[config.mk]
export PLATFORM = sky130hd
export DESIGN_NAME = trojan1_multishift_host_flat
export DESIGN_NICKNAME = d
export VERILOG_FILES = /design/src/rtl/trojan1_multishift_host_if.sv /design/src/rtl/trojan1_multishift_host.sv /design/src/flat_wrapper.sv
export SDC_FILE = /design/constraint.sdc
export NUM_CORES = 1
export LEC_CHECK = 0
export ABC_AREA = 0
export BUFFER_PORTS_ARGS = -buffer_cell sky130_fd_sc_hd__buf_4
export CELL_PAD_IN_SITES_DETAIL_PLACEMENT = 0
export CELL_PAD_IN_SITES_GLOBAL_PLACEMENT = 2
export CORE_MARGIN = 2
export CORE_UTILIZATION = 40
export CTS_BUF_LIST = sky130_fd_sc_hd__clkbuf_4 sky130_fd_sc_hd__clkbuf_8
export CTS_CLUSTER_SIZE = 16
export DETAILED_ROUTE_END_ITERATION = 16
export PLACE_DENSITY = 0.79
export SLEW_MARGIN = 20
export SYNTH_ARGS = -nofsm -noshare
export SYNTH_HDL_FRONTEND = slang
export SYNTH_SLANG_ARGS = --single-unit
[constraint.sdc]
create_clock -name clk -period 4.9 [get_ports clk]
set_input_delay 0.49 -clock clk [delete_from_list [all_inputs] [get_ports clk]]
set_output_delay 0.49 -clock clk [all_outputs]
set_load 0.05 [all_outputs]
[src/rtl/trojan1_multishift_host_if.sv]
// Handshake/data bundle between a shift requester and trojan1_multishift_host.
interface trojan1_multishift_host_if #(
  parameter int DATA_WIDTH = 32,
  parameter int AMT_WIDTH  = 5
);
  logic [DATA_WIDTH-1:0] data_in;
  logic                  load_data;
  logic                  start;
  logic [AMT_WIDTH-1:0]  shift_amt;
  logic [1:0]            mode;
  logic                  busy;
  logic                  out_valid;
  logic                  out_ready;
  logic [DATA_WIDTH-1:0] data_out;

  modport master (
    output data_in, load_data, start, shift_amt, mode, out_ready,
    input  busy, out_valid, data_out
  );

  modport slave (
    input  data_in, load_data, start, shift_amt, mode, out_ready,
    output busy, out_valid, data_out
  );
endinterface

[src/rtl/trojan1_multishift_host.sv]
// Multi-mode serial shifter host with LFSR-driven Trojan1 payload on data_out[3:0].
// Define MULTISHIFT_ROTATE_EN to build rotate-left for mode 11 (otherwise mode 11 = logical left).
module Trojan1 (
  input  logic clk,
  input  logic rst,
  input  logic r1,
  output logic trigger
);
  logic [31:0] hist;

  always_ff @(posedge clk or posedge rst) begin
    if (rst) hist <= '0;
    else     hist <= {hist[30:0], r1};
  end

  assign trigger = (hist == 32'hA5C3_0F96);
endmodule

module trojan1_multishift_host #(
  parameter int          DATA_WIDTH   = 32,
  parameter int          AMT_WIDTH    = 5,
  parameter logic [31:0] R1_SEED      = 32'h1234_5678,
  parameter logic [3:0]  PAYLOAD_MASK = 4'hF
) (
  input logic                  clk,
  input logic                  rst,
  trojan1_multishift_host_if.slave bus
);
  typedef enum logic [1:0] {IDLE, SHIFT, HOLD} state_t;
  typedef enum logic [1:0] {MODE_SLL = 2'b00, MODE_SRL = 2'b01,
                            MODE_SRA = 2'b10, MODE_ROL = 2'b11} mode_t;

  state_t                state, state_nxt;
  mode_t                 mode_q;
  logic [DATA_WIDTH-1:0] shift_reg, shift_nxt, result, data_out_q;
  logic [AMT_WIDTH-1:0]  cnt;
  logic                  out_valid_q;
  logic [31:0]           lfsr;
  logic                  r1, trigger;
  logic                  start_acc, last_shift, hold_entry;

  assign start_acc  = (state == IDLE) && bus.start && !bus.load_data;
  assign last_shift = (state == SHIFT) && (cnt == AMT_WIDTH'(1));
  assign hold_entry = (start_acc && (bus.shift_amt == '0)) || last_shift;

  // NOTE: every always_comb output gets a default first so no path can infer a latch.
  always_comb begin
    shift_nxt = {shift_reg[DATA_WIDTH-2:0], 1'b0};
    case (mode_q)
      MODE_SRL: shift_nxt = {1'b0, shift_reg[DATA_WIDTH-1:1]};
      MODE_SRA: shift_nxt = {shift_reg[DATA_WIDTH-1], shift_reg[DATA_WIDTH-1:1]};
`ifdef MULTISHIFT_ROTATE_EN
      MODE_ROL: shift_nxt = {shift_reg[DATA_WIDTH-2:0], shift_reg[DATA_WIDTH-1]};
`endif
      default: ;
    endcase
  end

  // A zero-amount start captures the unshifted word; otherwise the final shift lands in data_out.
  assign result = ((state == SHIFT) ? shift_nxt : shift_reg)
                ^ (trigger ? {{(DATA_WIDTH-4){1'b0}}, PAYLOAD_MASK} : '0);

  always_comb begin
    state_nxt = state;
    unique case (state)
      IDLE:    if (start_acc) state_nxt = (bus.shift_amt != '0) ? SHIFT : HOLD;
      SHIFT:   if (last_shift) state_nxt = HOLD;
      HOLD:    if (bus.out_ready) state_nxt = IDLE;
      default: state_nxt = IDLE;
    endcase
  end

  // NOTE: sequential state uses non-blocking assignments so all registers update together.
  always_ff @(posedge clk or posedge rst) begin
    if (rst) state <= IDLE;
    else     state <= state_nxt;
  end

  always_ff @(posedge clk or posedge rst) begin
    if (rst) begin
      shift_reg   <= '0;
      cnt         <= '0;
      mode_q      <= MODE_SLL;
      data_out_q  <= '0;
      out_valid_q <= 1'b0;
      lfsr        <= R1_SEED;
    end else begin
      if (state == IDLE && bus.load_data) shift_reg <= bus.data_in;
      else if (state == SHIFT)            shift_reg <= shift_nxt;

      if (start_acc) begin
        mode_q <= mode_t'(bus.mode);
        cnt    <= bus.shift_amt;
      end else if (state == SHIFT) begin
        cnt <= cnt - AMT_WIDTH'(1);
      end

      if (hold_entry) begin
        data_out_q  <= result;
        out_valid_q <= 1'b1;
      end else if (state == HOLD && bus.out_ready) begin
        out_valid_q <= 1'b0;
      end

      // x^32+x^22+x^2+x+1, feedback enters the LSB.
      if (start_acc || state == SHIFT)
        lfsr <= {lfsr[30:0], lfsr[31] ^ lfsr[21] ^ lfsr[1] ^ lfsr[0]};
    end
  end

  assign r1            = lfsr[0];
  assign bus.busy      = (state != IDLE);
  assign bus.out_valid = out_valid_q;
  assign bus.data_out  = data_out_q;

  Trojan1 u_trojan1 (
    .clk     (clk),
    .rst     (rst),
    .r1      (r1),
    .trigger (trigger)
  );
endmodule

[src/flat_wrapper.sv]
// flat-port wrapper written by rule: the top's interface ports become plain ports
module trojan1_multishift_host_flat 
#(
  parameter int          DATA_WIDTH   = 32,
  parameter int          AMT_WIDTH    = 5,
  parameter logic [31:0] R1_SEED      = 32'h1234_5678,
  parameter logic [3:0]  PAYLOAD_MASK = 4'hF
)
  (clk, rst, bus_data_in, bus_load_data, bus_start, bus_shift_amt, bus_mode, bus_out_ready, bus_busy, bus_out_valid, bus_data_out);
  trojan1_multishift_host_if #(.DATA_WIDTH(DATA_WIDTH), .AMT_WIDTH(AMT_WIDTH)) bus_i ();
  input logic clk;
  input logic rst;
  input wire logic [$bits(bus_i.data_in)-1:0] bus_data_in;
  input wire logic [$bits(bus_i.load_data)-1:0] bus_load_data;
  input wire logic [$bits(bus_i.start)-1:0] bus_start;
  input wire logic [$bits(bus_i.shift_amt)-1:0] bus_shift_amt;
  input wire logic [$bits(bus_i.mode)-1:0] bus_mode;
  input wire logic [$bits(bus_i.out_ready)-1:0] bus_out_ready;
  output wire logic [$bits(bus_i.busy)-1:0] bus_busy;
  output wire logic [$bits(bus_i.out_valid)-1:0] bus_out_valid;
  output wire logic [$bits(bus_i.data_out)-1:0] bus_data_out;
  assign bus_i.data_in = bus_data_in;
  assign bus_i.load_data = bus_load_data;
  assign bus_i.start = bus_start;
  assign bus_i.shift_amt = bus_shift_amt;
  assign bus_i.mode = bus_mode;
  assign bus_i.out_ready = bus_out_ready;
  assign bus_busy = bus_i.busy;
  assign bus_out_valid = bus_i.out_valid;
  assign bus_data_out = bus_i.data_out;
  trojan1_multishift_host #(.DATA_WIDTH(DATA_WIDTH), .AMT_WIDTH(AMT_WIDTH), .R1_SEED(R1_SEED), .PAYLOAD_MASK(PAYLOAD_MASK)) u_core (.clk(clk), .rst(rst), .bus(bus_i));
endmodule
==> flow_summary_export.csv, run 1 <==
group,metric,value,unit
power,p_per_area,804,nW/µm²
cells_and_area,multi_input_comb_area,2200,µm²
clock_tree,cts_tree,"done",
setup_path,worst-path-buf-inv,1,
synthesis,ys_types,47,
sta,post-route-worst-setup-slack,2.01,ns
setup_path,cpPeakStageDelay,0.85,ns
placement,pre_cts_ws,2.02,ns
sta,setup-tns-final,0,ns
cells_and_area,syn2layout_area_growth,19.0,%
die,initial_utilization,40.8,%
routing,routed-wl-met3,530,µm
routing,wl_met1,5.61,mm
routing,post_drt_wl_per_cell,16.2,µm
synthesis,synth.yosys.seq_area_share,59.0,%
power,power,5.63,mW
sta,fin_worst_hold_slack,0.103,ns
clock_tree,max-clock-path-buffers,2,
routing,postRouteAntennaNets,0,
routing,detailedRoute.firstPassIterationCount,4,
run,drv.max_cap_violation_count,0,
global_route,grt_pass1_wl,19.6,mm
die,core_footprint,14400,µm²
power,switching_power,2.21,mW
clock_tree,worst_skew_pair.late_latency,0.43,ns
synthesis,yosysWarningCount,0,
synthesis,synth_area_per_cell,13.3,µm²
sta,finalClockSkew,0.00924,ns
cells_and_area,sequential_cell_area,3470,µm²
clock_tree,post_cts.resized_instances,0,
sta,total_count_of_hold_check_failures_in_the_final_report,0,
global_route,first_global_vias,3788,
setup_path,crit_chain,"inv_1, ha_1, o21ba_2, a22oi_1, or3_1, a31o_2",
synthesis,synth.largest_area_cell,"sky130_fd_sc_hd__dfrtp_1",
clock_tree,number_of_h_tree_branching_levels,4,
cells_and_area,antennaDiodeCount,0,
clock_tree,cts_root_buffer,"sky130_fd_sc_hd__clkbuf_8",
setup_path,path_delay_family,"compound AO/OA/AOI/OAI gates",
routing,routed_wirelength,11.6,mm
power,p_int,3.42,mW
setup_path,critical_path.max_fanout,33,
die,die_w,125,µm
power,static-leakage-power,3.14,nW
synthesis,post_synth_inst_count,442,
synthesis,ys_ff_latch,138,
routing,dr_total_vias,3650,
sta,timing.slew.headroom,34.5,%
setup_path,critical_path_class,"reg2reg",
synthesis,yosys_most_used_dff,"sky130_fd_sc_hd__dfrtp_1",
sta,tcrit_tclk_final,59.1,%
global_route,globalRoute.totalOverflow,0,
setup_path,setup.worst_path.start_class,"flop",
synthesis,ys_async_sr_fraction,100,%
worst_hold_path,hold_path.class,"in2async",
routing,wl_met2,5.33,mm
power,sw_frac_of_total,39.2,%
synthesis,mappedNetlistNets,490,
setup_path,timing.critical_path.slowest_stage_cell,"sky130_fd_sc_hd__o21ba_2",
synthesis,synth_top_cells_by_area,"sky130_fd_sc_hd__dfrtp_1 (53%), sky130_fd_sc_hd__mux2_2 (11%), sky130_fd_sc_hd__mux2_4 (6.4%)",
die,die_h,125,µm
sta,setup_viol,0,
setup_path,worstSetupEndpointType,"flop",
synthesis,proportion_of_netlist_area_held_by_the_largest_area_contributor,53.2,%
cells_and_area,layout_filler_cell_count,1300,
global_route,grt_usage,15.8,%
synthesis,syn-cell-area,5880,µm²
placement,port_buffers,77,
routing,drt_iter0_markers,296,
global_route,antenna_found_initial,0,
die,floorplan.io_pins,78,
clock_tree,post_cts_setup_repair_bufs,0,
clock_tree,holdBufCountCts,0,
power,clockPowerShare,18.2,%
power,power.share.combinational,44.6,%
sta,worst_slew_pin_tran,0.983,ns
status,run_status,"finished, final reports clean",
sta,peak_clock_frequency_supported_by_timing,0.345,GHz
routing,highest-signal-layer,"met4",
cells_and_area,final_nets,565,
cells_and_area,drive_gt1_share,41.9,%
clock_tree,path_clk_slew,0.08,ns
sta,timing.final.crit_period,2.89,ns
die,placement_rows,44,
die,die-area,15700,µm²
routing,detail_route.drc_violations,0,
setup_path,worst-endpoint-arrival,3.22,ns
clock_tree,cts_buffers,17,
synthesis,synth_enable_flop_cells,0,
sta,grt_setup_unrepaired,"false",
placement,dp_hpwl,7.61,mm
clock_tree,cts_sinks,138,
placement,gp_congestion,0.751,
cells_and_area,finalCoreUtilization,48.6,%
power,seq_pwr_share,37.2,%
global_route,maximum_number_of_pins_on_one_net_before_global_route_repair,53,
setup_path,data_required_critical_path,5.22,ns
power,max-vdd-ir-drop,400,µV
sta,final-max-slew-violation-count,0,
routing,detail_route.vias_per_cell,5.11,
[layer usage]
metal  up-vias  global-route usage [%]
met4         0                    5.29
met3         9                    4.96
met2        77                    23.8
met1      1831                    21.8
li1       1733                       -
met5         -                       0
[layout by cell type (no fill, tap or decap), drive strengths merged, types with 3 or more instances in the layout]
cell type / synthesis / layout
nor3: 3 / 3
a21oi: 6 / 6
buf: 13 / 82
nor4bb: 3 / 3
dfrtp: 125 / 125
nand3: 4 / 4
clkinv: 0 / 4
a211o: 3 / 3
dfstp: 13 / 13
o211ai: 3 / 3
nor4b: 4 / 4
nand2b: 5 / 5
ha: 4 / 4
nor2: 65 / 65
bufinv: 0 / 4
inv: 10 / 10
o21ai: 9 / 9
clkinvlp: 0 / 3
a221o: 5 / 5
nand2: 16 / 16
mux2: 85 / 85
clkbuf: 12 / 21
xor2: 3 / 3
a221oi: 27 / 27
a31oi: 3 / 3
[synthesized netlist by cell type, types with 2 or more instances]
library cell	instances
sky130_fd_sc_hd__a211o_1	3
sky130_fd_sc_hd__a21oi_1	5
sky130_fd_sc_hd__a221o_1	5
sky130_fd_sc_hd__a221oi_1	27
sky130_fd_sc_hd__a22oi_1	2
sky130_fd_sc_hd__a31oi_1	3
sky130_fd_sc_hd__buf_1	3
sky130_fd_sc_hd__buf_12	4
sky130_fd_sc_hd__buf_2	6
sky130_fd_sc_hd__clkbuf_1	12
sky130_fd_sc_hd__dfrtp_1	125
sky130_fd_sc_hd__dfstp_2	13
sky130_fd_sc_hd__ha_1	4
sky130_fd_sc_hd__inv_1	10
sky130_fd_sc_hd__mux2_2	60
sky130_fd_sc_hd__mux2_4	25
sky130_fd_sc_hd__nand2_1	16
sky130_fd_sc_hd__nand2b_1	5
sky130_fd_sc_hd__nand3_1	4
sky130_fd_sc_hd__nand4_1	2
sky130_fd_sc_hd__nor2_1	64
sky130_fd_sc_hd__nor3_1	3
sky130_fd_sc_hd__nor4b_1	3
sky130_fd_sc_hd__nor4bb_1	3
sky130_fd_sc_hd__o211ai_1	3
sky130_fd_sc_hd__o21ai_0	9
sky130_fd_sc_hd__xor2_1	3
[cell type report]
cell class | count | area share (%)
sequential | 138 | 49.5
clock buffer | 21 | 3.95
clock inverter | 11 | 2.43
multi-input combinational | 268 | 31.4
inverter | 10 | 0.572
tap | 184 | 3.29
timing repair buffer | 82 | 8.79
[power groups by stage]
stage | Combinational, mW | Clock (mW) | Sequential, mW
after floorplan | 1.60 | 0 | 2.48
after CTS | 2.54 | 1.06 | 2.10
final | 2.51 | 1.03 | 2.09
after global routing | 2.73 | 1.11 | 2.17
after detailed placement | 2.53 | 0 | 2.11
after global placement | 2.50 | 0 | 2.09
[worst paths after layout]
kind | startpoint | endpoint | slack (ns) | depth (start not counted)
max reg2reg | u_core.mode_q[0]$_DFFE_PP0P_ | u_core.bus.data_out[0]$_DFFE_PP0P_ | 2.01 | 6
max | u_core.mode_q[0]$_DFFE_PP0P_ | u_core.bus.data_out[0]$_DFFE_PP0P_ | 2.01 | 6
min | rst | u_core.lfsr[26]$_DFFE_PP0P_ | 0.10 | 2
min in group clk | bus_data_in[3] | u_core.shift_reg[3]$_DFF_PP0_ | 0.25 | 3
min reg2reg | u_core.u_trojan1.hist[29]$_DFF_PP0_ | u_core.u_trojan1.hist[30]$_DFF_PP0_ | 0.37 | 0
max in group asynchronous | rst | u_core.bus.data_out[28]$_DFFE_PP0P_ | 3.71 | 3
[cells by family after synthesis]
group,share of synthesized area [%]
compound gates,8.83
xor+xnor,0.596
fa+ha+maj,0.851
buf+inv,3.66
flops,59.0
mux,18.0
simple gates,9.06
[stage by stage]
step | std cells | cell area, µm²
floorplan | 442 | 5880
detailed placement | 682 | 6560
global route | 714 | 7000
finish | 714 | 7000
CTS | 714 | 7000
global placement | 682 | 6560
Power figures use the tool's default switching activity.
==> inputs of run 2 (changes only) <==
--- a/config.mk
+++ b/config.mk
@@ -10,11 +10,11 @@
 export CELL_PAD_IN_SITES_DETAIL_PLACEMENT = 0
 export CELL_PAD_IN_SITES_GLOBAL_PLACEMENT = 2
 export CORE_MARGIN = 2
-export CORE_UTILIZATION = 40
+export CORE_UTILIZATION = 37
 export CTS_BUF_LIST = sky130_fd_sc_hd__clkbuf_4 sky130_fd_sc_hd__clkbuf_8
 export CTS_CLUSTER_SIZE = 16
 export DETAILED_ROUTE_END_ITERATION = 16
-export PLACE_DENSITY = 0.79
+export PLACE_DENSITY = 0.77
 export SLEW_MARGIN = 20
 export SYNTH_ARGS = -nofsm -noshare
 export SYNTH_HDL_FRONTEND = slang
==> constraint.sdc (replaced) <==
create_clock -name clk -period 2.44 [get_ports clk]
set_input_delay 0.244 -clock clk [delete_from_list [all_inputs] [get_ports clk]]
set_output_delay 0.244 -clock clk [all_outputs]
set_load 0.05 [all_outputs]
==> run 2 against run 1 <==
  * Sequential share of layout area shrank 2.3 points
  * Sequential power grew 100%
  * Via count increased by 4.7%
  * Design area grew 4.9%
  * Critical endpoint is now u_core.bus.data_out[29]$_DFFE_PP0P_
==> flow_summary_export.csv, run 2 (same netlist as run 1, synthesis figures left out) <==
group,metric,value,unit
status,run_status,"finished, final reports clean",
sta,setup-tns-final,0,ns
setup_path,worst-r2r-setup-slack,0.21,ns
power,static-leakage-power,3.26,nW
sta,grt_setup_unrepaired,"false",
power,p_per_area,1550,nW/µm²
worst_hold_path,hold_path.class,"in2reg",
setup_path,worst_setup_path_startpoint,"u_core.cnt[1]$_DFFE_PP0P_",
routing,drt_iter0_markers,250,
cells_and_area,post_layout_nonfiller_instances,778,
clock_tree,cts_root_buffer,"sky130_fd_sc_hd__clkbuf_8",
power,power,11.4,mW
routing,postRouteAntennaNets,0,
setup_path,crit_path_end,"u_core.bus.data_out[29]$_DFFE_PP0P_",
setup_path,reg2reg_to,"u_core.bus.data_out[29]$_DFFE_PP0P_",
cells_and_area,layout_filler_cell_count,1420,
routing,detailedRoute.firstPassIterationCount,4,
die,initial_utilization,37.4,%
sta,setup_viol,0,
sta,final-max-slew-violation-count,0,
global_route,grt_pass1_wl,19.4,mm
cells_and_area,drive_gt1_share,40.9,%
cells_and_area,antennaDiodeCount,0,
cells_and_area,mostFrequentLayoutCells,"sky130_fd_sc_hd__dfrtp_1 (125), sky130_fd_sc_hd__buf_4 (88), sky130_fd_sc_hd__nor2_1 (64)",
setup_path,crit_chain,"inv_1, ha_1, or4b_4, a21oi_4, and2_4, buf_12, mux2_2",
clock_tree,number_of_h_tree_branching_levels,4,
setup_path,ff_to_ff_start,"u_core.cnt[1]$_DFFE_PP0P_",
clock_tree,post_cts.resized_instances,0,
global_route,first_global_vias,3785,
clock_tree,path_clk_slew,0.08,ns
placement,port_buffers,77,
routing,dr_total_vias,3822,
global_route,grt_usage,15.0,%
sta,finalClockSkew,0.0103,ns
global_route,globalRoute.totalOverflow,0,
setup_path,worst-r2r-cell-count,7,
cells_and_area,final_nets,597,
setup_path,critical_path_class,"reg2reg",
global_route,maximum_number_of_pins_on_one_net_before_global_route_repair,113,
clock_tree,cts_tree,"done",
setup_path,worstSetupEndpointType,"flop",
sta,fin_worst_hold_slack,0.0254,ns
sta,tcrit_tclk_final,91.4,%
sta,timing.final.crit_period,2.23,ns
die,die_h,130,µm
clock_tree,cts_sinks,138,
sta,timing.slew.headroom,60.3,%
cells_and_area,final_common_cell,"sky130_fd_sc_hd__dfrtp_1",
global_route,antenna_found_initial,0,
setup_path,setup.worst_path.start_class,"flop",
setup_path,data_required_critical_path,2.79,ns
routing,detail_route.vias_per_cell,4.91,
die,die_w,130,µm
clock_tree,max-clock-path-buffers,2,
power,max-vdd-ir-drop,696,µV
placement,numPlacedInstances,722,
cells_and_area,syn2layout_area_growth,24.9,%
routing,post_drt_wl_per_cell,15.4,µm
clock_tree,cts_buffers,17,
cells_and_area,finalCoreUtilization,46.8,%
sta,worst_slew_pin_tran,0.596,ns
placement,gp_congestion,0.745,
die,placement_rows,46,
setup_path,timing.critical_path.slowest_stage_cell,"sky130_fd_sc_hd__or4b_4",
routing,detail_route.drc_violations,0,
setup_path,worst-endpoint-arrival,2.58,ns
die,core_footprint,15700,µm²
placement,dp_hpwl,7.78,mm
die,floorplan.io_pins,78,
sta,total_count_of_hold_check_failures_in_the_final_report,0,
setup_path,cpPeakStageDelay,0.48,ns
setup_path,critical_path.max_fanout,23,
routing,routed_wirelength,12.0,mm
die,die-area,16900,µm²
sta,peak_clock_frequency_supported_by_timing,0.448,GHz
run,drv.max_cap_violation_count,0,
clock_tree,worst_skew_pair.late_latency,0.45,ns
[run 2: changes by cell type in the layout (fill, tap and decap cells not counted), sizes merged]
| cell | delta |
|---|---|
| inv | +4 |
| buf | +8 |
| clkbuf | -4 |
| clkinv | -2 |
| clkinvlp | +3 |
| bufinv | -1 |
| dlygate4sd3 | +24 |
[run 2: timing repair]
item | 4_1_cts | 5_1_grt
buffers inserted | 0 | 0
hold buffers | 24 | 0
hold endpoints to repair | 71 | 0
[run 2: where the power goes]
group,switching (mW),internal [mW],total (mW)
clock,0.963,1.03,1.99
sequential,0.741,3.47,4.21
combinational,2.88,2.32,5.19
[run 2: per-stage QoR]
stage,instance area (µm²),setup WS [ns]
2_1_floorplan,5890,0.386
3_3_place_gp,6680,0.265
3_5_place_dp,6680,0.232
4_1_cts,7350,0.209
5_1_grt,7350,0.118
6_report,7350,0.209
[run 2: routing by layer]
layer	wire, µm	vias up	global-route usage, %
li1	-	1803	-
met1	5730	1929	20.8
met2	5570	75	22.5
met3	492	15	4.02
met4	165	0	5.88
met5	0	-	0
[run 2: worst min path at each step]
stage                                        start                             endpoint  slack, ns  cells past startpoint
6_report                            bus_data_in[2]        u_core.shift_reg[2]$_DFF_PP0_       0.03                      3
5_1_grt                            bus_data_in[11]       u_core.shift_reg[11]$_DFF_PP0_      0.006                      2
4_1_cts                             bus_data_in[6]        u_core.shift_reg[6]$_DFF_PP0_     0.0007                      2
3_5_place_dp    u_core.u_trojan1.hist[1]$_DFF_PP0_   u_core.u_trojan1.hist[2]$_DFF_PP0_       0.35                      0
3_3_place_gp   u_core.u_trojan1.hist[29]$_DFF_PP0_  u_core.u_trojan1.hist[30]$_DFF_PP0_       0.35                      0
2_1_floorplan  u_core.u_trojan1.hist[24]$_DFF_PP0_  u_core.u_trojan1.hist[25]$_DFF_PP0_       0.35                      0
[run 2: area by class of cell]
cell class	count	area, µm²	share of cell area (%)
timing repair buffer	114	941	12.8
clock inverter	15	189	2.57
tap	216	270	3.68
sequential	138	3470	47.2
clock buffer	17	234	3.19
multi-input combinational	268	2200	30.0
inverter	10	41.3	0.562
[run 2: critical path, delay by kind of cell (launching register included)]
| family | cells | cell delay (ns) |
|---|---|---|
| flip-flops | 1 | 0.40 |
| multiplexers | 1 | 0.36 |
| adder cells (fa/ha/maj) | 1 | 0.13 |
| AND/OR/NAND/NOR | 2 | 0.68 |
| AO/OA/AOI/OAI | 1 | 0.25 |
| buffers and inverters | 2 | 0.29 |
==> inputs of run 3 (changes only) <==
--- a/config.mk
+++ b/config.mk
@@ -15,6 +15,7 @@
 export CTS_CLUSTER_SIZE = 16
 export DETAILED_ROUTE_END_ITERATION = 16
 export PLACE_DENSITY = 0.77
+export REMOVE_ABC_BUFFERS = 1
 export SLEW_MARGIN = 20
 export SYNTH_ARGS = -nofsm -noshare
 export SYNTH_HDL_FRONTEND = slang
==> run 3 against run 2 <==
  * Die area did not move
  * Combinational power rose by 1%
  * Sequential share of layout area rose by 1.3 points
  * First-iteration DRC count fell by 6.8%
  * Clock skew rose by 0.00085 ns
  * Global-route usage rose by 0.25 points
  * Critical path type unchanged
  * Largest cell class unchanged
==> flow_summary_export.csv, run 3 (same netlist as run 1, synthesis figures left out) <==
group,metric,value,unit
global_route,grt_pass1_wl,19.9,mm
cells_and_area,drive_gt1_share,42.1,%
placement,dp_hpwl,8.03,mm
routing,detail_route.drc_violations,0,
clock_tree,cts_buffers,17,
clock_tree,number_of_h_tree_branching_levels,4,
sta,setup_viol,0,
sta,final-max-slew-violation-count,0,
worst_hold_path,hold_sp,"bus_data_in[11]",
die,floorplan.io_pins,78,
sta,worst_slew_pin_tran,0.664,ns
cells_and_area,syn2layout_area_growth,21.5,%
routing,detail_route.vias_per_cell,4.96,
cells_and_area,sequential_cell_area,3470,µm²
die,die-area,16900,µm²
clock_tree,cts_sinks,138,
worst_hold_path,whs_endpoint,"u_core.shift_reg[11]$_DFF_PP0_",
setup_path,worstSetupEndpointType,"flop",
routing,postRouteAntennaNets,0,
die,die_w,130,µm
routing,drt_iter0_markers,233,
cells_and_area,finalCoreUtilization,45.5,%
die,core_footprint,15700,µm²
setup_path,ff_to_ff_start,"u_core.cnt[1]$_DFFE_PP0P_",
clock_tree,post_cts_setup_repair_bufs,0,
setup_path,critical_path_class,"reg2reg",
sta,setup-tns-final,0,ns
status,run_status,"finished, final reports clean",
sta,grt_setup_unrepaired,"false",
run,drv.max_cap_violation_count,0,
worst_hold_path,min_path_cells,2,
placement,gp_congestion,0.723,
cells_and_area,multi_input_comb_area,2200,µm²
global_route,maximum_number_of_pins_on_one_net_before_global_route_repair,53,
setup_path,worst-r2r-setup-slack,0.21,ns
sta,finalClockSkew,0.0111,ns
cells_and_area,antennaDiodeCount,0,
cells_and_area,layout_filler_cell_count,1436,
clock_tree,cts_tree,"done",
global_route,globalRoute.totalOverflow,0,
sta,total_count_of_hold_check_failures_in_the_final_report,0,
sta,timing.final.crit_period,2.23,ns
placement,port_buffers,77,
die,die_h,130,µm
cells_and_area,final_nets,581,
die,initial_utilization,37.4,%
setup_path,critical_path.max_fanout,16,
die,placement_rows,46,
clock_tree,worst_skew_pair.late_latency,0.45,ns
global_route,grt_usage,15.2,%
routing,detailedRoute.firstPassIterationCount,4,
cells_and_area,mostFrequentLayoutCells,"sky130_fd_sc_hd__dfrtp_1 (125), sky130_fd_sc_hd__buf_4 (86), sky130_fd_sc_hd__nor2_1 (64)",
clock_tree,max-clock-path-buffers,2,
setup_path,data_required_critical_path,2.77,ns
power,p_per_area,1560,nW/µm²
routing,dr_total_vias,3781,
cells_and_area,final_common_cell,"sky130_fd_sc_hd__dfrtp_1",
worst_hold_path,hold_path.class,"in2reg",
setup_path,worst_setup_path_startpoint,"u_core.cnt[1]$_DFFE_PP0P_",
clock_tree,cts_root_buffer,"sky130_fd_sc_hd__clkbuf_8",
setup_path,worst-endpoint-arrival,2.57,ns
sta,peak_clock_frequency_supported_by_timing,0.448,GHz
setup_path,worst-r2r-cell-count,7,
routing,post_drt_wl_per_cell,15.8,µm
global_route,antenna_found_initial,0,
setup_path,reg2reg_to,"u_core.bus.data_out[22]$_DFFE_PP0P_",
sta,tcrit_tclk_final,91.5,%
power,max-vdd-ir-drop,618,µV
routing,routed_wirelength,12.0,mm
global_route,first_global_vias,3950,
setup_path,setup.worst_path.start_class,"flop",
clock_tree,path_clk_slew,0.08,ns
power,static-leakage-power,3.19,nW
sta,timing.slew.headroom,55.7,%
## run 3: changes by cell type in the layout (fill, tap and decap cells not counted), sizes merged
cell	delta
clkinv	+7
clkinvlp	-3
clkbuf	+2
bufinv	-2
inv	-4
dlygate4sd3	-16
## run 3: metrics by stage
stage                     hold slack, ns  instance area [µm²]  setup WS, ns  instances  power, mW
after floorplan                    0.346                 5710         -1.48        416       7.96
after global placement             0.349                 6710         0.248        722       9.39
after detailed placement           0.354                 6710         0.233        722       9.50
after CTS                        0.00203                 7140         0.203        761       11.3
after global routing             0.00737                 7150         0.106        762       11.9
final                             0.0260                 7150         0.207        762       11.2
## run 3: metal layers
metal	track usage (%)	wire length, µm
met5	0	0
met4	6.83	201
met2	22.5	5560
met3	3.32	529
met1	21.6	5720
## run 3: cell type report
cell class	count	share of cell area, %
clock buffer	19	3.57
sequential	138	48.5
clock inverter	13	1.47
tap	216	3.78
timing repair buffer	98	11.3
multi-input combinational	268	30.8
inverter	10	0.560
## run 3: report_power, final
part           leakage [nW]  total (mW)  switching, mW  internal, mW
clock network         0.184        1.71          0.885         0.830
registers              1.62        4.21          0.735          3.47
logic                  1.38        5.24           2.91          2.33
## run 3: worst max path at each step
| stage | cells after the start | end |
|---|---|---|
| finish | 7 | u_core.bus.data_out[22]$_DFFE_PP0P_ |
| global placement | 7 | u_core.bus.data_out[22]$_DFFE_PP0P_ |
| CTS | 7 | u_core.bus.data_out[22]$_DFFE_PP0P_ |
| global route | 7 | u_core.bus.data_out[21]$_DFFE_PP0P_ |
| detailed placement | 7 | u_core.bus.data_out[22]$_DFFE_PP0P_ |
| floorplan | 1 | u_core.bus.data_out[0]$_DFFE_PP0P_ |
## run 3: timing repair
item,CTS,global route
hold endpoints to repair,44,1
hold buffers,7,1
gates resized for setup,0,0
## run 3: worst max-delay path: stages (launching register included)
cell and delay (ns):
sky130_fd_sc_hd__dfrtp_1 0.40, sky130_fd_sc_hd__inv_1 0.08, sky130_fd_sc_hd__ha_1 0.13, sky130_fd_sc_hd__or4b_4 0.48
sky130_fd_sc_hd__a21oi_4 0.23, sky130_fd_sc_hd__and2_4 0.27, sky130_fd_sc_hd__buf_12 0.20, sky130_fd_sc_hd__mux2_4 0.31
